`src/rtl/lc3b_types.sv`:
```
// Shared lc3b types and encodings used by the writeback stage.
package lc3b_types;

  typedef logic [2:0] lc3b_nzp;

  localparam logic [3:0] op_br   = 4'b0000;
  localparam logic [3:0] op_jsr  = 4'b0100;
  localparam logic [3:0] op_jmp  = 4'b1100;
  localparam logic [3:0] op_trap = 4'b1111;

  localparam lc3b_nzp NZP_N = 3'b100;
  localparam lc3b_nzp NZP_Z = 3'b010;
  localparam lc3b_nzp NZP_P = 3'b001;

  typedef enum logic [1:0] {
    WB_SEL_ALU  = 2'd0,
    WB_SEL_MEM  = 2'd1,
    WB_SEL_BR   = 2'd2,
    WB_SEL_ZERO = 2'd3
  } wb_dsel_e;

  localparam logic [1:0] PCMUX_SEQ = 2'd0;
  localparam logic [1:0] PCMUX_BR  = 2'd1;
  localparam logic [1:0] PCMUX_REG = 2'd2;
  localparam logic [1:0] PCMUX_TRP = 2'd3;

  typedef enum logic {
    SQ_RUN    = 1'b0,
    SQ_SQUASH = 1'b1
  } wb_sq_state_e;

endpackage

```
`src/rtl/wb_cc_unit.sv`:
```
// Condition-code generation, CC register and branch compare for writeback.
module wb_cc_unit
  import lc3b_types::*;
#(
  parameter int WIDTH = 16
) (
  input  logic             clk,
  input  logic             reset,
  input  logic [WIDTH-1:0] data,
  input  logic             load,
  input  logic [2:0]       nzp,
  input  logic [3:0]       opcode,
  output logic [2:0]       cc_out,
  output logic             br_taken
);

  lc3b_nzp w_gen;
  lc3b_nzp r_cc;

  always_comb begin
    w_gen = NZP_P;
    if (data == '0)
      w_gen = NZP_Z;
    else if (data[WIDTH-1])
      w_gen = NZP_N;
  end

  always_ff @(posedge clk) begin
    if (reset)
      r_cc <= NZP_Z;
    else if (load)
      r_cc <= w_gen;
  end

  // Compare uses the registered CC: a same-packet CC load is seen next cycle.
  assign cc_out   = r_cc;
  assign br_taken = (opcode == op_br) & |(nzp & r_cc);

endmodule

```
`src/rtl/wb_stage_p.sv`:
```
// Parametrised lc3b writeback stage: data select, regfile write, CC,
// branch/jump redirect with post-redirect squash window, retired counter.
module wb_stage_p
  import lc3b_types::*;
#(
  parameter int WIDTH        = 16,
  parameter int REG_W        = 3,
  parameter int FLUSH_CYCLES = 2,
  parameter int CNT_W        = 32
) (
  input  logic             clk,
  input  logic             reset,
  input  logic             valid_in,
  input  logic [3:0]       opcode,
  input  logic [2:0]       nzp,
  input  logic [REG_W-1:0] dr,
  input  logic [WIDTH-1:0] pc,
  input  logic [WIDTH-1:0] alu_in,
  input  logic [WIDTH-1:0] mem_in,
  input  logic [WIDTH-1:0] br_addr,
  input  logic [1:0]       data_sel,
  input  logic             load_cc,
  input  logic             load_regfile,
  input  logic [1:0]       pcmux_req,
  output logic [WIDTH-1:0] wbdata,
  output logic [REG_W-1:0] wbdr,
  output logic [WIDTH-1:0] wbpc,
  output logic             regfile_we,
  output logic [1:0]       pcmux_sel,
  output logic             pip_flush,
  output logic [2:0]       cc_out,
  output logic             squashing,
  output logic [CNT_W-1:0] retired
);

  localparam int SQ_W = (FLUSH_CYCLES > 1) ? $clog2(FLUSH_CYCLES) : 1;

  wb_sq_state_e     r_state, w_state_nxt;
  logic [SQ_W-1:0]  r_sq_cnt, w_sq_cnt_nxt;
  logic [CNT_W-1:0] r_retired;
  logic             w_live;
  logic             w_br_taken;
  logic             w_jump;
  logic             w_redirect;

  always_comb begin
    wbdata = '0;
    case (data_sel)
      WB_SEL_ALU: wbdata = alu_in;
      WB_SEL_MEM: wbdata = mem_in;
      WB_SEL_BR:  wbdata = br_addr;
      default:    wbdata = '0;
    endcase
  end

  assign squashing  = (r_state == SQ_SQUASH);
  assign w_live     = valid_in & ~squashing;
  assign wbdr       = dr;
  assign wbpc       = pc;
  assign regfile_we = w_live & load_regfile;

  wb_cc_unit #(.WIDTH(WIDTH)) u_cc (
    .clk      (clk),
    .reset    (reset),
    .data     (wbdata),
    .load     (w_live & load_cc),
    .nzp      (nzp),
    .opcode   (opcode),
    .cc_out   (cc_out),
    .br_taken (w_br_taken)
  );

  assign w_jump     = (opcode == op_jsr) | (opcode == op_jmp) | (opcode == op_trap);
  assign w_redirect = w_live & (w_br_taken | w_jump);
  assign pip_flush  = w_redirect;
  assign pcmux_sel  = w_redirect ? pcmux_req : PCMUX_SEQ;

  // Squash window: FLUSH_CYCLES cycles of squashing after each redirect.
  always_comb begin
    w_state_nxt  = r_state;
    w_sq_cnt_nxt = r_sq_cnt;
    case (r_state)
      SQ_RUN: begin
        if (w_redirect && (FLUSH_CYCLES > 0)) begin
          w_state_nxt  = SQ_SQUASH;
          w_sq_cnt_nxt = SQ_W'(FLUSH_CYCLES - 1);
        end
      end
      SQ_SQUASH: begin
        if (r_sq_cnt == '0)
          w_state_nxt = SQ_RUN;
        else
          w_sq_cnt_nxt = r_sq_cnt - SQ_W'(1);
      end
      default: w_state_nxt = SQ_RUN;
    endcase
  end

  always_ff @(posedge clk) begin
    if (reset) begin
      r_state  <= SQ_RUN;
      r_sq_cnt <= '0;
    end else begin
      r_state  <= w_state_nxt;
      r_sq_cnt <= w_sq_cnt_nxt;
    end
  end

  always_ff @(posedge clk) begin
    if (reset)
      r_retired <= '0;
    else if (w_live)
      r_retired <= r_retired + CNT_W'(1);
  end

  assign retired = r_retired;

endmodule

```
`config.mk`:
```
export PLATFORM = sky130hd
export DESIGN_NAME = wb_stage_p
export DESIGN_NICKNAME = d
export VERILOG_FILES = /design/src/rtl/lc3b_types.sv /design/src/rtl/wb_cc_unit.sv /design/src/rtl/wb_stage_p.sv
export SDC_FILE = /design/constraint.sdc
export NUM_CORES = 1
export LEC_CHECK = 0
export CORE_ASPECT_RATIO = 2
export CORE_MARGIN = 2
export CORE_UTILIZATION = 32
export CTS_CLUSTER_SIZE = 14
export DETAILED_ROUTE_END_ITERATION = 6
export HOLD_SLACK_MARGIN = 0.06
export PLACE_DENSITY_LB_ADDON = 0.25
export SLEW_MARGIN = 10
export SYNTH_ARGS = -nofsm -noshare
export SYNTH_HDL_FRONTEND = slang
export SYNTH_SLANG_ARGS = --single-unit
```
`constraint.sdc`:
```
create_clock -name clk -period 1.65 [get_ports clk]
set_input_delay 0.2475 -clock clk [delete_from_list [all_inputs] [get_ports clk]]
set_output_delay 0.2475 -clock clk [all_outputs]
set_load 0.03 [all_outputs]
```
==> PnR_summary.wiki <==
{| class="wikitable"
! Metric !! Value
|-
| Worst reg-to-reg setup slack || 0 ns
|-
| Cell area after placement || 0.00402 mm^2
|-
| Initial DRT Pass Iterations || 4
|-
| Global routing usage summed across all routing layers || 0.199
|-
| Critical Path, Cell by Cell || a222oi_1, nor4_1, o21ai_1, inv_2, and2_4, buf_6
|-
| Cells taking the most area after synthesis || sky130_fd_sc_hd__dfxtp_1 33%, sky130_fd_sc_hd__mux2i_1 7.1%, sky130_fd_sc_hd__buf_4 7.0%
|-
| Post-layout instance count excluding filler cells || 516
|-
| Critical path arrival || 1.59 ns
|-
| Proportion of netlist area held by the largest area contributor || 0.329
|-
| Post-detailed-routing wire length || 7880 um
|-
| Family with the most delay on the worst path || compound AO/OA/AOI/OAI gates
|-
| Ratio of cells with drive above 1 in the final layout || 0.399
|-
| Share of synthesized flip-flops with an asynchronous set or reset || 0
|-
| Final Instance Area || 0.00448 mm^2
|-
| Standard cell with the maximum stage delay on the critical path || sky130_fd_sc_hd__a222oi_1
|-
| Final setup margin || -0.186 ns
|-
| Wire length per cell || 15.3 um
|-
| Relative slew margins || 0.774
|-
| Half-perimeter wire length after detailed placement || 6080 um
|-
| Die Span Y || 123 um
|-
| Number of warning messages in the yosys log || 0
|-
| FP Rows || 43
|-
| Outcome || complete, but fails checks
|-
| # setup viols final || 3
|-
| Number of max-capacitance violations reported || 0
|-
| Post-route antenna net violation count || 0
|-
| Instance count after placement with tap cells included || 496
|-
| Top cells by count, synth || 37 x sky130_fd_sc_hd__dfxtp_1, 28 x sky130_fd_sc_hd__nor2_1, 21 x sky130_fd_sc_hd__buf_4
|-
| DIE WIDTH || 63.3 um
|-
| H-tree depth || 2
|-
| Total vias in the final route || 2566
|-
| Maximum number of pins on one net before global-route repair || 33
|-
| Portion of total power attributed to combinational logic || 0.280
|-
| Post-layout min period || 1.84 ns
|-
| Setup WS pre-CTS || -0.547 ns
|-
| Wire length of the first global-routing pass || 12000 um
|-
| Cell-internal power || 0.00190 W
|-
| Bufs and invs on worst path || 2
|-
| Drt initial violations || 101
|-
| Switching power of the nets || 0.000713 W
|-
| Fin. max-slew vios || 0
|-
| Sequential group share of total power || 0.348
|-
| Post-synth cell types || 42
|-
| Most used DFF post-synth || sky130_fd_sc_hd__dfxtp_1
|-
| Nature of the critical path startpoint || flop
|-
| Period utilisation layout || 1.11
|-
| Dominant cell type by area after synthesis || sky130_fd_sc_hd__dfxtp_1
|-
| Clock-pin transition on the worst setup and hold timing paths || 0.05 ns
|-
| Buffer depth of the longest clock path || 2
|-
| Syn nets || 346
|-
| Cells after Synth || 262
|-
| Number of vias per cell after detailed routing || 4.97
|-
| Clock insertion delay at the later pin of the skew report || 0.29 ns
|-
| Number of antenna violations at the first check in global routing || 0
|-
| Violated checks || negative setup slack
|-
| Die Area || 0.00776 mm^2
|-
| Seq/Total Area, Yosys || 0.329
|-
| Via count of the first global-routing pass || 2716
|-
| Data required, critical path || 1.40 ns
|-
| Highest clock frequency the design can meet || 545 MHz
|-
| Effective utilization at floorplan || 0.327
|-
| Synth-to-layout area growth || 98.9%
|-
| Switching part of the total || 0.272
|-
| Slowest stage delay, CP || 0.34 ns
|-
| Transition at the pin with the smallest max-transition slack || 0.339 ns
|-
| Total global routing overflow || 0
|-
| Setup repair after global routing missed its margin || true
|-
| Portion of total power attributed to the clock network || 0.372
|-
| Number of hold buffers added after CTS || 0
|-
| Largest voltage drop on the vdd net || 445 uV
|-
| Post-Route Skew || 0.00470 ns
|-
| Critical path peak fanout || 3
|-
| #FFs+latches synth || 37
|-
| EDFF count, synth || 0
|-
| Crit. End Element || output port
|-
| Clock buffers created by TritonCTS || 5
|-
| Most used standard cell by instance count after synthesis || sky130_fd_sc_hd__dfxtp_1
|-
| DRC errors left || 0
|-
| P per Cell Area || 585 mW/mm^2
|-
| Leakage power summed over all cells || 1.89 nW
|-
| Final Hold Fails || 0
|-
| TritonCTS clock tree || yes
|-
| Type of the most critical hold path || in2reg
|-
| Type of the worst setup path || reg2out
|-
| RD Place Congestion || 0.760
|-
| Post-synthesis instance area || 0.00225 mm^2
|-
| CTS Root Buffer Type || sky130_fd_sc_hd__clkbuf_16
|-
| Number of nets in the layout || 509
|-
| Count of clock tree sinks || 37
|-
| Number of input and output port buffers inserted || 119
|-
| Diodes inserted || 0
|-
| Core Region || 0.00689 mm^2
|-
| Post-Syn Area per Cell || 8.59 um^2
|-
| Number of top-level pins || 158
|}
-- sequential cells by signal (all words and copies together) (netlist names) --
| name | count |
|---|---|
| squashing | 1 |
| retired | 32 |
| r_sq_cnt | 1 |
| u_cc.cc_out | 3 |
-- area by class of cell --
type                    instances  area, um^2
fillers                       610        2410
repair buffers                189        1760
multi-input cells             186        1640
flip-flops and latches         37         787
clock buffers                   8         146
well taps                      90         113
inverters                       6        22.5
-- power groups by stage --
stage | Clock [W] | Combinational [W] | Sequential (W)
2_1_floorplan | 0 | 0.000362 | 0.000954
3_3_place_gp | 0 | 0.000654 | 0.000929
3_5_place_dp | 0 | 0.000661 | 0.000930
4_1_cts | 0.000991 | 0.000711 | 0.000910
5_1_grt | 0.00102 | 0.000772 | 0.000911
6_report | 0.000974 | 0.000733 | 0.000910
-- cells by family (layout without fill, tap and decap cells) --
| kind of cell | after synthesis | count (layout) | share of synthesized area |
|---|---|---|---|
| DFF | 37 | 37 | 0.329 |
| AOI/OAI and AO/OA | 41 | 41 | 0.126 |
| adders and majority gates | 1 | 1 | 0.00556 |
| buffers and inverters | 39 | 203 | 0.108 |
| xor gates and xnor gates | 24 | 24 | 0.0934 |
| muxes | 16 | 16 | 0.0712 |
| and+or+nand+nor | 104 | 104 | 0.266 |
-- worst reg2reg max path, cell delays in order, from the launching register on --
cell	delay [ns]
sky130_fd_sc_hd__dfxtp_4	0.35
sky130_fd_sc_hd__ha_4	0.13
sky130_fd_sc_hd__nand4b_1	0.10
sky130_fd_sc_hd__buf_6	0.15
sky130_fd_sc_hd__nor2_4	0.09
sky130_fd_sc_hd__nand4_1	0.22
sky130_fd_sc_hd__buf_4	0.22
sky130_fd_sc_hd__buf_4	0.12
sky130_fd_sc_hd__xor2_1	0.11
sky130_fd_sc_hd__nor2_1	0.05
-- metal layers --
layer	track usage	vias to the layer above	share of wire
li1	-	1244	-
met1	0.165	1210	0.31
met2	0.416	98	0.61
met3	0.0458	14	0.050
met4	0.0992	0	0.027
met5	0	-	0
-- placed cells by master (no fill, tap or decap), drive strengths merged, types with 8 or more instances in the layout --
cell	count
a21oi	10
buf	91
clkbuf	8
clkdlybuf4s50	80
dfxtp	37
dlygate4sd2	13
mux2i	16
nand2	20
nand4	15
nor2	28
nor4	8
o21ai	9
o2bb2ai	15
xor2	18
-- stage by stage --
step | power [W] | hold WS [ns] | util | TNS (ns)
5_1_grt | 0.00270 | 0.466 | 0.650 | -1.18
4_1_cts | 0.00261 | 0.427 | 0.630 | -0.618
3_5_place_dp | 0.00159 | 0.456 | 0.583 | -11.15
2_1_floorplan | 0.00132 | 0.417 | - | -0.0714
6_report | 0.00262 | 0.431 | 0.650 | -0.549
3_3_place_gp | 0.00158 | 0.437 | 0.583 | -9.92
-- what timing repair did --
item / CTS / global route
cloned: 1 / 0
gates resized for setup: 42 / 26
pin swaps: 9 / 11
setup buffers: 6 / 5
endpoints found under the setup margin: 35 / 25
-- final timing paths --
check	start	endpoint	cells past startpoint
max	u_cc.cc_out[0]	pcmux_sel[0]	6
min	valid_in	r_sq_cnt	3
max reg2reg	retired[0]	retired[20]	9
min reg2reg	r_sq_cnt	r_sq_cnt	2
(Power assumes the default switching activity.)
